--- config.mk ---
export PLATFORM = sky130hd
export DESIGN_NAME = i2s_tx_serializer_flat
export DESIGN_NICKNAME = d
export VERILOG_FILES = /design/src/rtl/i2s_tx_serializer_if.sv /design/src/rtl/i2s_tx_serializer.sv /design/src/flat_wrapper.sv
export SDC_FILE = /design/constraint.sdc
export NUM_CORES = 1
export LEC_CHECK = 0
export CORE_MARGIN = 10
export CORE_UTILIZATION = 51
export DETAILED_ROUTE_END_ITERATION = 12
export GPL_ROUTABILITY_DRIVEN = 1
export PLACE_DENSITY_LB_ADDON = 0.08
export SLEW_MARGIN = 5
export SYNTH_ARGS = -nofsm -noshare
export SYNTH_HDL_FRONTEND = slang
export SYNTH_SLANG_ARGS = --single-unit
--- constraint.sdc ---
create_clock -name clk -period 2.13 [get_ports clk]
set_clock_uncertainty 0.2 [all_clocks]
set_input_delay 0.426 -clock clk [delete_from_list [all_inputs] [get_ports clk]]
set_output_delay 0.426 -clock clk [all_outputs]
set_load 0.01 [all_outputs]
--- src/rtl/i2s_tx_serializer_if.sv ---
// Sample-fetch and I2S output bundle of the I2S transmit serializer.
// The serializer is the master: it strobes ready, takes sample_in and drives the DAC lines.
interface i2s_tx_serializer_if #(
    parameter int SAMPLE_W = 16
);
    logic [SAMPLE_W-1:0] sample_in;
    logic                ready;
    logic                i2s_bclk;
    logic                i2s_lrclk;
    logic                i2s_sdata;
    logic                frame_start;

    modport master (
        input  sample_in,
        output ready, i2s_bclk, i2s_lrclk, i2s_sdata, frame_start
    );

    modport slave (
        output sample_in,
        input  ready, i2s_bclk, i2s_lrclk, i2s_sdata, frame_start
    );
endinterface

--- src/rtl/i2s_tx_serializer.sv ---
// Philips I2S transmitter: fetches 16-bit samples via a ready strobe and serialises them
// MSB first with a one-BCLK-early LRCLK transition; all timing derived from clk.
module i2s_tx_serializer #(
    parameter int CLK_DIV    = 4,
    parameter int SLOT_WIDTH = 16,
    parameter int MONO_DUP   = 1
) (
    input  logic                  clk,
    input  logic                  rst_n,
    input  logic                  enable,
    i2s_tx_serializer_if.master   bus
);
    localparam int DW = (CLK_DIV > 1) ? $clog2(CLK_DIV) : 1;
    localparam int BW = $clog2(SLOT_WIDTH);
    localparam int RW = $clog2(2 * CLK_DIV);

    typedef enum logic {S_IDLE, S_RUN} state_t;

    state_t                state_q, state_d;
    logic [DW-1:0]         div_cnt;
    logic [BW-1:0]         bit_cnt;
    logic [RW-1:0]         rdy_cnt;
    logic                  ch_q;
    logic                  bclk_q;
    logic                  lrclk_q;
    logic                  ready_q;
    logic                  fetched_q;
    logic                  fs_q;
    logic [SLOT_WIDTH-1:0] shift_q;
    logic [SLOT_WIDTH-1:0] hold_q;

    logic          div_wrap, fall_ev, slot_end, stop, fetch_slot;
    logic [BW-1:0] bit_nxt;

    always_comb begin
        div_wrap   = 1'b0;
        fall_ev    = 1'b0;
        slot_end   = 1'b0;
        stop       = 1'b0;
        fetch_slot = (MONO_DUP == 0) ? 1'b1 : ch_q;
        bit_nxt    = (bit_cnt == BW'(SLOT_WIDTH - 1)) ? '0 : bit_cnt + 1'b1;
        state_d    = state_q;
        case (state_q)
            S_IDLE: begin
                if (enable)
                    state_d = S_RUN;
            end
            S_RUN: begin
                div_wrap = (div_cnt == DW'(CLK_DIV - 1));
                fall_ev  = div_wrap && bclk_q;
                slot_end = fall_ev && (bit_cnt == BW'(SLOT_WIDTH - 1));
                stop     = slot_end && ch_q && !enable;
                if (stop)
                    state_d = S_IDLE;
            end
            default: state_d = S_IDLE;
        endcase
    end

    always_ff @(posedge clk or negedge rst_n) begin
        if (!rst_n)
            state_q <= S_IDLE;
        else
            state_q <= state_d;
    end

    always_ff @(posedge clk or negedge rst_n) begin
        if (!rst_n) begin
            div_cnt   <= '0;
            bit_cnt   <= '0;
            rdy_cnt   <= '0;
            ch_q      <= 1'b0;
            bclk_q    <= 1'b0;
            lrclk_q   <= 1'b0;
            ready_q   <= 1'b0;
            fetched_q <= 1'b0;
            fs_q      <= 1'b0;
            shift_q   <= '0;
            hold_q    <= '0;
        end else if (state_q == S_IDLE) begin
            // first slot after entry sends the holding register without waiting for a fall event
            if (enable)
                shift_q <= hold_q;
        end else if (stop) begin
            div_cnt   <= '0;
            bit_cnt   <= '0;
            rdy_cnt   <= '0;
            ch_q      <= 1'b0;
            bclk_q    <= 1'b0;
            lrclk_q   <= 1'b0;
            ready_q   <= 1'b0;
            fetched_q <= 1'b0;
            fs_q      <= 1'b0;
            shift_q   <= '0;
        end else begin
            fs_q    <= 1'b0;
            div_cnt <= div_wrap ? '0 : div_cnt + 1'b1;
            if (div_wrap)
                bclk_q <= ~bclk_q;

            if (ready_q) begin
                if (rdy_cnt == RW'(2 * CLK_DIV - 1))
                    ready_q <= 1'b0;
                else
                    rdy_cnt <= rdy_cnt + 1'b1;
            end

            if (fall_ev) begin
                bit_cnt <= bit_nxt;
                if (slot_end) begin
                    ch_q      <= ~ch_q;
                    fetched_q <= 1'b0;
                    shift_q   <= hold_q;
                    fs_q      <= ch_q;
                end else begin
                    shift_q <= {shift_q[SLOT_WIDTH-2:0], 1'b0};
                end
                if (bit_nxt == BW'(SLOT_WIDTH - 1))
                    lrclk_q <= ~ch_q;
                if (bit_nxt == BW'(SLOT_WIDTH / 2) && fetch_slot && enable) begin
                    ready_q   <= 1'b1;
                    rdy_cnt   <= '0;
                    fetched_q <= 1'b1;
                end
                if (bit_nxt == BW'(SLOT_WIDTH - 2) && fetched_q)
                    hold_q <= bus.sample_in;
            end
        end
    end

    assign bus.ready       = ready_q;
    assign bus.i2s_bclk    = bclk_q;
    assign bus.i2s_lrclk   = lrclk_q;
    assign bus.i2s_sdata   = shift_q[SLOT_WIDTH-1];
    assign bus.frame_start = fs_q;

endmodule

--- src/flat_wrapper.sv ---
// flat-port wrapper written by rule: the top's interface ports become plain ports
module i2s_tx_serializer_flat 
#(
    parameter int CLK_DIV    = 4,
    parameter int SLOT_WIDTH = 16,
    parameter int MONO_DUP   = 1
)
  (clk, rst_n, enable, bus_sample_in, bus_ready, bus_i2s_bclk, bus_i2s_lrclk, bus_i2s_sdata, bus_frame_start);
  i2s_tx_serializer_if bus_i ();
  input  logic clk;
  input  logic rst_n;
  input  logic enable;
  input wire logic [$bits(bus_i.sample_in)-1:0] bus_sample_in;
  output wire logic [$bits(bus_i.ready)-1:0] bus_ready;
  output wire logic [$bits(bus_i.i2s_bclk)-1:0] bus_i2s_bclk;
  output wire logic [$bits(bus_i.i2s_lrclk)-1:0] bus_i2s_lrclk;
  output wire logic [$bits(bus_i.i2s_sdata)-1:0] bus_i2s_sdata;
  output wire logic [$bits(bus_i.frame_start)-1:0] bus_frame_start;
  assign bus_i.sample_in = bus_sample_in;
  assign bus_ready = bus_i.ready;
  assign bus_i2s_bclk = bus_i.i2s_bclk;
  assign bus_i2s_lrclk = bus_i.i2s_lrclk;
  assign bus_i2s_sdata = bus_i.i2s_sdata;
  assign bus_frame_start = bus_i.frame_start;
  i2s_tx_serializer #(.CLK_DIV(CLK_DIV), .SLOT_WIDTH(SLOT_WIDTH), .MONO_DUP(MONO_DUP)) u_core (.clk(clk), .rst_n(rst_n), .enable(enable), .bus(bus_i));
endmodule
==> results of run 1 <==
-- cells in the final DEF, fill, tap and decap left out, types with 3 or more instances in the layout --
master	count
ha_1	5
mux2_2	7
a21oi_1	18
buf_4	14
mux2i_1	15
nor2_1	6
nand3_1	4
o2bb2ai_1	3
o21ai_1	8
and3_1	15
mux2_4	10
dfrtp_1	44
nand2_1	10
clkbuf_8	5
dfrtp_2	4
inv_1	5
clkdlybuf4s50_1	22
a21o_1	4
o21ai_0	10
buf_12	3
-- synthesized netlist by cell type, drive strengths merged, types with 2 or more instances --
master	n
dfrtp	48
and3	15
mux2i	15
a21o	4
a31oi	2
buf	5
a21oi	19
inv	5
o21ai	18
nand3	4
clkbuf	5
nor3	2
xor2	3
mux2	17
nand2	10
o2bb2ai	3
nor4b	2
nor2	8
ha	6
-- registers in the layout, indices dropped and copies added, names as in the netlist --
register / cells
u_core.bus.i2s_lrclk: 1
u_core.fetched_q: 1
u_core.state_q: 1
u_core.hold_q: 16
u_core.bit_cnt: 4
u_core.rdy_cnt: 3
u_core.ch_q: 1
u_core.div_cnt: 2
u_core.bus.ready: 1
u_core.shift_q: 16
u_core.bus.frame_start: 1
u_core.bus.i2s_bclk: 1
-- what timing repair did --
action                     CTS  global route
gates resized for setup      1            10
setup endpoints to repair   16            34
setup buffers                1             1
pin swaps                    1             0
hold buffers                 1             0
hold endpoints to repair    18             0
-- worst register-to-register path, delay by kind of cell, from the launching register on --
family	cells	cell delay, ps
flip-flops	1	460
AND/OR/NAND/NOR	3	420
AO/OA/AOI/OAI	1	330
buffers and inverters	1	170
multiplexers	1	360
-- how the worst max path moves through the flow --
| stage | start | to | slack, ps | cells after the start |
|---|---|---|---|---|
| global placement | enable | u_core.shift_q[6]$_DFFE_PN0P_ | -70 | 4 |
| global route | u_core.bit_cnt[2]$_DFFE_PN0P_ | u_core.hold_q[0]$_DFFE_PN0P_ | 4 | 6 |
| finish | u_core.bit_cnt[2]$_DFFE_PN0P_ | u_core.hold_q[0]$_DFFE_PN0P_ | 80 | 6 |
| CTS | u_core.bit_cnt[1]$_DFFE_PN0P_ | u_core.shift_q[14]$_DFFE_PN0P_ | 4 | 5 |
| detailed placement | enable | u_core.shift_q[14]$_DFFE_PN0P_ | -170 | 4 |
| floorplan | u_core.bit_cnt[0]$_DFFE_PN0P_ | u_core.hold_q[10]$_DFFE_PN0P_ | 120 | 7 |
-- cell families (layout without fill, tap and decap cells) --
kind of cell,after synthesis,after routing
simple gates,49,49
fa+ha+maj,6,6
compound gates,51,51
mux,32,32
flops,48,48
buf+inv,15,53
xor+xnor,4,4
-- per-layer routing --
layer / vias to the layer above / global-route usage / routed length, µm
li1: 817 / - / -
met1: 848 / 0.1604 / 2096
met2: 18 / 0.2480 / 2620
met3: 7 / 0.03993 / 193
met4: 0 / 0.03994 / 71
met5: - / 0 / 0
-- per-stage QoR --
stage / std cells / instance area (µm²) / setup TNS [ps]
after floorplan: 205 / 2360 / 0
after global placement: 285 / 2736 / -908.6
after detailed placement: 285 / 2736 / -3758
after CTS: 294 / 2855 / 0
after global routing: 295 / 2902 / 0
final: 295 / 2902 / 0
-- where the power goes --
group          switching (W)  internal (W)  leakage (nW)  total (W)
logic               0.000467      0.000481         0.714   0.000948
registers           0.000183       0.00115         0.574    0.00133
clock network       0.000287      0.000224        0.0410   0.000510
total               0.000937       0.00185          1.33    0.00279
-- final cells by class --
type	instances	area (µm²)
well taps	52	65.06
inverters	5	18.77
repair buffers	41	400.4
multi-input cells	142	1134
flip-flops and latches	48	1206
fillers	334	1513
clock buffers	6	72.57
clock inverters	1	5.005
==> impl_metrics.toml, run 1 <==
[detailed_routing]
drt_wl_total_mm = 4.981
viasPerCell = 5.729
drtPass1Iterations = 4
drcViolationCount = 0
vias = 1690
wl_per_cell_um = 16.88
antenna_left = 0
drt_iter0_drc = 141

[setup_path]
crit_required_ps = 2110
crit_type = "flop to flop"
r2r_slack_ps = 80
r2r_end = "u_core.hold_q[0]$_DFFE_PN0P_"
cp.buffers_inverters = 1
reg2regPathDepth = 6
crit_chain = "and4b_1 > a311oi_4 > nor2_2 > nand4_4 > buf_12 > mux2_2"
start_kind = "flop"
cp-end-kind = "flop"
arrival_ps = 2040
cp_top_family = "flip-flops"
slowest_delay_ps = 460
worstPathMaxFanout = 16
cp_slowest_cell = "dfrtp_2"
timing.rr.start = "u_core.bit_cnt[2]$_DFFE_PN0P_"

[global_routing]
grt_pass1_wl_mm = 8.804
grt.overflow.total = 0
grt_pass1_vias = 1875
grt_max_degree = 31
antenna_found_initial = 0
grt_usage = 0.1401

[die]
die_w_um = 88.02
initial_utilization = 0.5346
die-area_um2 = 7748
fp.coreArea_um2 = 4414
rows = 24
fp.dieH_um = 88.02
io_pins = 24

[timing]
min_period_ps = 2052
slew_viol_final = 0
relSlewSlack = 0.6659
setup_slack_ps = 78.11
rsz0062_at_grt = "no"
tightest_slew_ps = 496.7
finalCritPeriodShare = 0.9633
setup_viol = 0
fmax_ghz = 0.4874
fin_worst_hold_slack_ps = 289.4
final-hold-violation-count = 0

[power_and_ir_drop]
peakVddDrop_mv = 0.6382
p_total_w = 0.002788
leakagePower_nw = 1.329
cellPowerDensity_nw_per_um2 = 961.0

[synthesis]
synth_cell_types = 39
synth_xor_area_frac = 0.01485
syn-num-nets = 230
yosys-top-cells-area = "dfrtp_1, mux2_4, mux2i_1"
syn_area_per_cell_um2 = 11.51
synth-adder-area-share = 0.03181
syn_area_um2 = 2360
ys_warn_count = 0
ys_async_sr_fraction = 1.000
synth_edf_count = 0
synth_top_family_by_area = "multiplexers"
synthFlopType = "dfrtp_1"
synth_simple_gate_area_frac = 0.1230
synth_top_area_frac = 0.5090
ys_seq_elements = 48
seq_area_frac_synth = 0.5090
netlist_instances = 205
yosysTopAreaCell = "dfrtp_1"
synth-compound-area-share = 0.1299
synthMuxAreaShare = 0.1607

[layout]
fin_nets = 268
drive_above_1_share = 0.2305
num_antenna_cells = 0
fin_util = 0.6573
areaGrowthSynthToFinish_pct = 22.96

[run_status]
outcome = "finished, final reports clean"

[place]
port_buffers = 23
gp_congestion = 0.8402
dp_slack_ps = -170.9
hpwlAfterDp_mm = 3.612

[hold_path]
hold_end = "u_core.shift_q[0]$_DFFE_PN0P_"
holdPathStages = 2
hp-start = "u_core.shift_q[0]$_DFFE_PN0P_"
min_path_type = "flop to flop"

[clock_tree]
htree_levels = 2
clock_latency_ps = 300
cts_buffers = 5
cts_num_sinks = 48
cts_tree = "yes"
clock_path_buffers = 2
root_buffer = "clkbuf_8"
clkSlewWorstSetupHoldPaths_ps = 90

[run]
max_cap_viol_count = 0
Note: power is estimated with default switching activity, not from simulation.
==> run 2, diff against run 1 <==
--- a/config.mk
+++ b/config.mk
@@ -5,12 +5,13 @@
 export SDC_FILE = /design/constraint.sdc
 export NUM_CORES = 1
 export LEC_CHECK = 0
+export ABC_CLOCK_PERIOD_IN_PS = 2130
 export CORE_MARGIN = 10
 export CORE_UTILIZATION = 51
 export DETAILED_ROUTE_END_ITERATION = 12
 export GPL_ROUTABILITY_DRIVEN = 1
 export PLACE_DENSITY_LB_ADDON = 0.08
-export SLEW_MARGIN = 5
+export SETUP_SLACK_MARGIN = 0.5
 export SYNTH_ARGS = -nofsm -noshare
 export SYNTH_HDL_FRONTEND = slang
 export SYNTH_SLANG_ARGS = --single-unit
==> run 2 against run 1 <==
Largest cell class is now multi-input combinational cells. Clock-buffer cell count shrank 1. Clock power grew 77%. Sequential power is essentially flat. Largest power group is now combinational logic. Design area grew 21%. First-iteration DRC count shrank 14%. Critical endpoint unchanged. Register-to-register slack gained 50 ps.
==> impl_metrics.toml, run 2 (synthesis results as in run 1) <==
[clock_tree]
cts_num_sinks = 48
root_buffer = "clkbuf_8"
htree_levels = 2
cts_buffers = 5
clkSlewWorstSetupHoldPaths_ps = 90
cts_tree = "yes"
clock_path_buffers = 2
clock_latency_ps = 310

[detailed_routing]
viasPerCell = 5.878
drcViolationCount = 0
drt_iter0_drc = 121
antenna_left = 0
vias = 1922
wl_per_cell_um = 19.81
drtPass1Iterations = 4
wl_met2_mm = 3.257
wl_met1_mm = 2.897
drt_wl_total_mm = 6.478
highest_layer = "met4"
met3_length_um = 198

[run]
max_cap_viol_count = 0

[layout]
areaGrowthSynthToFinish_pct = 48.41
final_cell_mix = "dfrtp_1, buf_4, a21oi_1"
drive_above_1_share = 0.4436
final_common_cell = "dfrtp_1"
num_antenna_cells = 0
fill_cells = 249
post_layout_nonfiller_instances = 327
fin_nets = 299
largestRegisters = "u_core.hold_q: 16 flops, u_core.shift_q: 16 flops, u_core.bit_cnt: 4 flops"

[setup_path]
slowest_delay_ps = 460
crit_chain = "and4b_1 > a311oi_2 > nor2_2 > nand4_4 > buf_12 > mux2_2"
worstPathMaxFanout = 10
start_kind = "flop"
crit_type = "flop to flop"
arrival_ps = 1990
crit_required_ps = 2120
cp_slowest_cell = "dfrtp_2"
cp-end-kind = "flop"

[power_and_ir_drop]
power_frac_comb = 0.410
power.net_switching_w = 0.001289
peakVddDrop_mv = 0.5924
p_int_w = 0.002526
seqPwrFrac = 0.353
cellPowerDensity_nw_per_um2 = 1089
sw_frac_of_total = 0.3378
leakagePower_nw = 1.613
clockPowerShare = 0.237

[timing]
finalSetupTns_ps = 0
min_period_ps = 2002
rsz0062_at_grt = "yes"
finalCritPeriodShare = 0.9401
fin_worst_hold_slack_ps = 295.2
final-hold-violation-count = 0
relSlewSlack = 0.5758
setup_viol = 0
tightest_slew_ps = 630.6
slew_viol_final = 0
fmax_ghz = 0.4994

[place]
port_buffers = 23
gp_congestion = 0.8180
hpwlAfterDp_mm = 3.685
dp_cells = 282

[global_routing]
grt_pass1_wl_mm = 10.57
grt_max_degree = 27
grt_pass1_vias = 2127
grt_usage = 0.1711
antenna_found_initial = 0
grt.overflow.total = 0

[die]
die-area_um2 = 7748
fp.dieH_um = 88.02
fp.coreArea_um2 = 4414
die_w_um = 88.02
rows = 24
io_pins = 24
initial_utilization = 0.5346

[run_status]
outcome = "finished, final reports clean"

[hold_path]
min_path_type = "flop to flop"
[run 2: cell types whose count changed in the layout (fill, tap and decap cells not counted), moves of 3 or more]
cell,change
buf_4,+21
o21ai_2,+15
o21ai_0,-8
o21ai_1,-7
buf_6,+6
clkdlybuf4s50_1,-6
mux2_2,-5
mux2_4,+5
bufinv_16,+3
dlygate4sd2_1,+3
[run 2: routing by layer]
layer,GRT usage,vias up
met1,0.2065,994
met4,0.05991,0
met3,0.03528,14
met5,0,-
met2,0.2950,42
li1,-,872
[run 2: final timing paths]
kind                                               start                             end  slack, ps  depth (start not counted)
min reg2reg                u_core.shift_q[4]$_DFFE_PN0P_   u_core.shift_q[4]$_DFFE_PN0P_        300                          2
max                        u_core.bit_cnt[1]$_DFFE_PN0P_    u_core.hold_q[0]$_DFFE_PN0P_        130                          6
min in group asynchronous                          rst_n  u_core.shift_q[15]$_DFFE_PN0P_        430                          2
max reg2reg                u_core.bit_cnt[1]$_DFFE_PN0P_    u_core.hold_q[0]$_DFFE_PN0P_        130                          6
min                        u_core.shift_q[4]$_DFFE_PN0P_   u_core.shift_q[4]$_DFFE_PN0P_        300                          2
max in group asynchronous                          rst_n  u_core.shift_q[10]$_DFFE_PN0P_        760                          3
[run 2: cell type report]
type                            count  area [µm²]  area share
Sequential cell                    48        1207      0.3448
Timing Repair Buffer               71       679.4      0.1940
Clock inverter                      3       90.09     0.02572
Tap cell                           52       65.06     0.01858
Multi-Input combinational cell    143        1373      0.3919
Inverter                            5       18.77    0.005359
Clock buffer                        5       68.82     0.01965
[run 2: power by group through the flow]
stage | clock (W) | sequential (W) | combinational, W
3_3_place_gp | 0 | 0.00135 | 0.000911
3_5_place_dp | 0 | 0.00137 | 0.000962
2_1_floorplan | 0 | 0.00133 | 0.000646
5_1_grt | 0.000942 | 0.00138 | 0.00168
4_1_cts | 0.000906 | 0.00134 | 0.00136
6_report | 0.000902 | 0.00135 | 0.00157
[run 2: stage by stage]
step	power [W]	setup slack (ps)	utilization	cell area, µm²
2_1_floorplan	0.001976	177.5	-	2466
3_3_place_gp	0.002257	26.28	0.6327	2793
3_5_place_dp	0.002329	-39.18	0.6327	2793
4_1_cts	0.003600	194.7	0.7602	3356
5_1_grt	0.004002	89.02	0.7934	3502
6_report	0.003814	127.6	0.7934	3502
[run 2: worst max-delay path: cells and delay by family, from the launching register on]
family / cells / cell delay, ps
compound gates: 1 / 260
simple gates: 3 / 470
buf+inv: 1 / 160
flops: 1 / 460
mux: 1 / 340
[run 2: repair_timing]
item	in CTS	in global routing
gates resized for setup	52	17
gates cloned	3	0
setup endpoints to repair	46	48
hold endpoints to repair	22	0
hold buffers	1	0
setup buffers	24	9
pin swaps	15	5
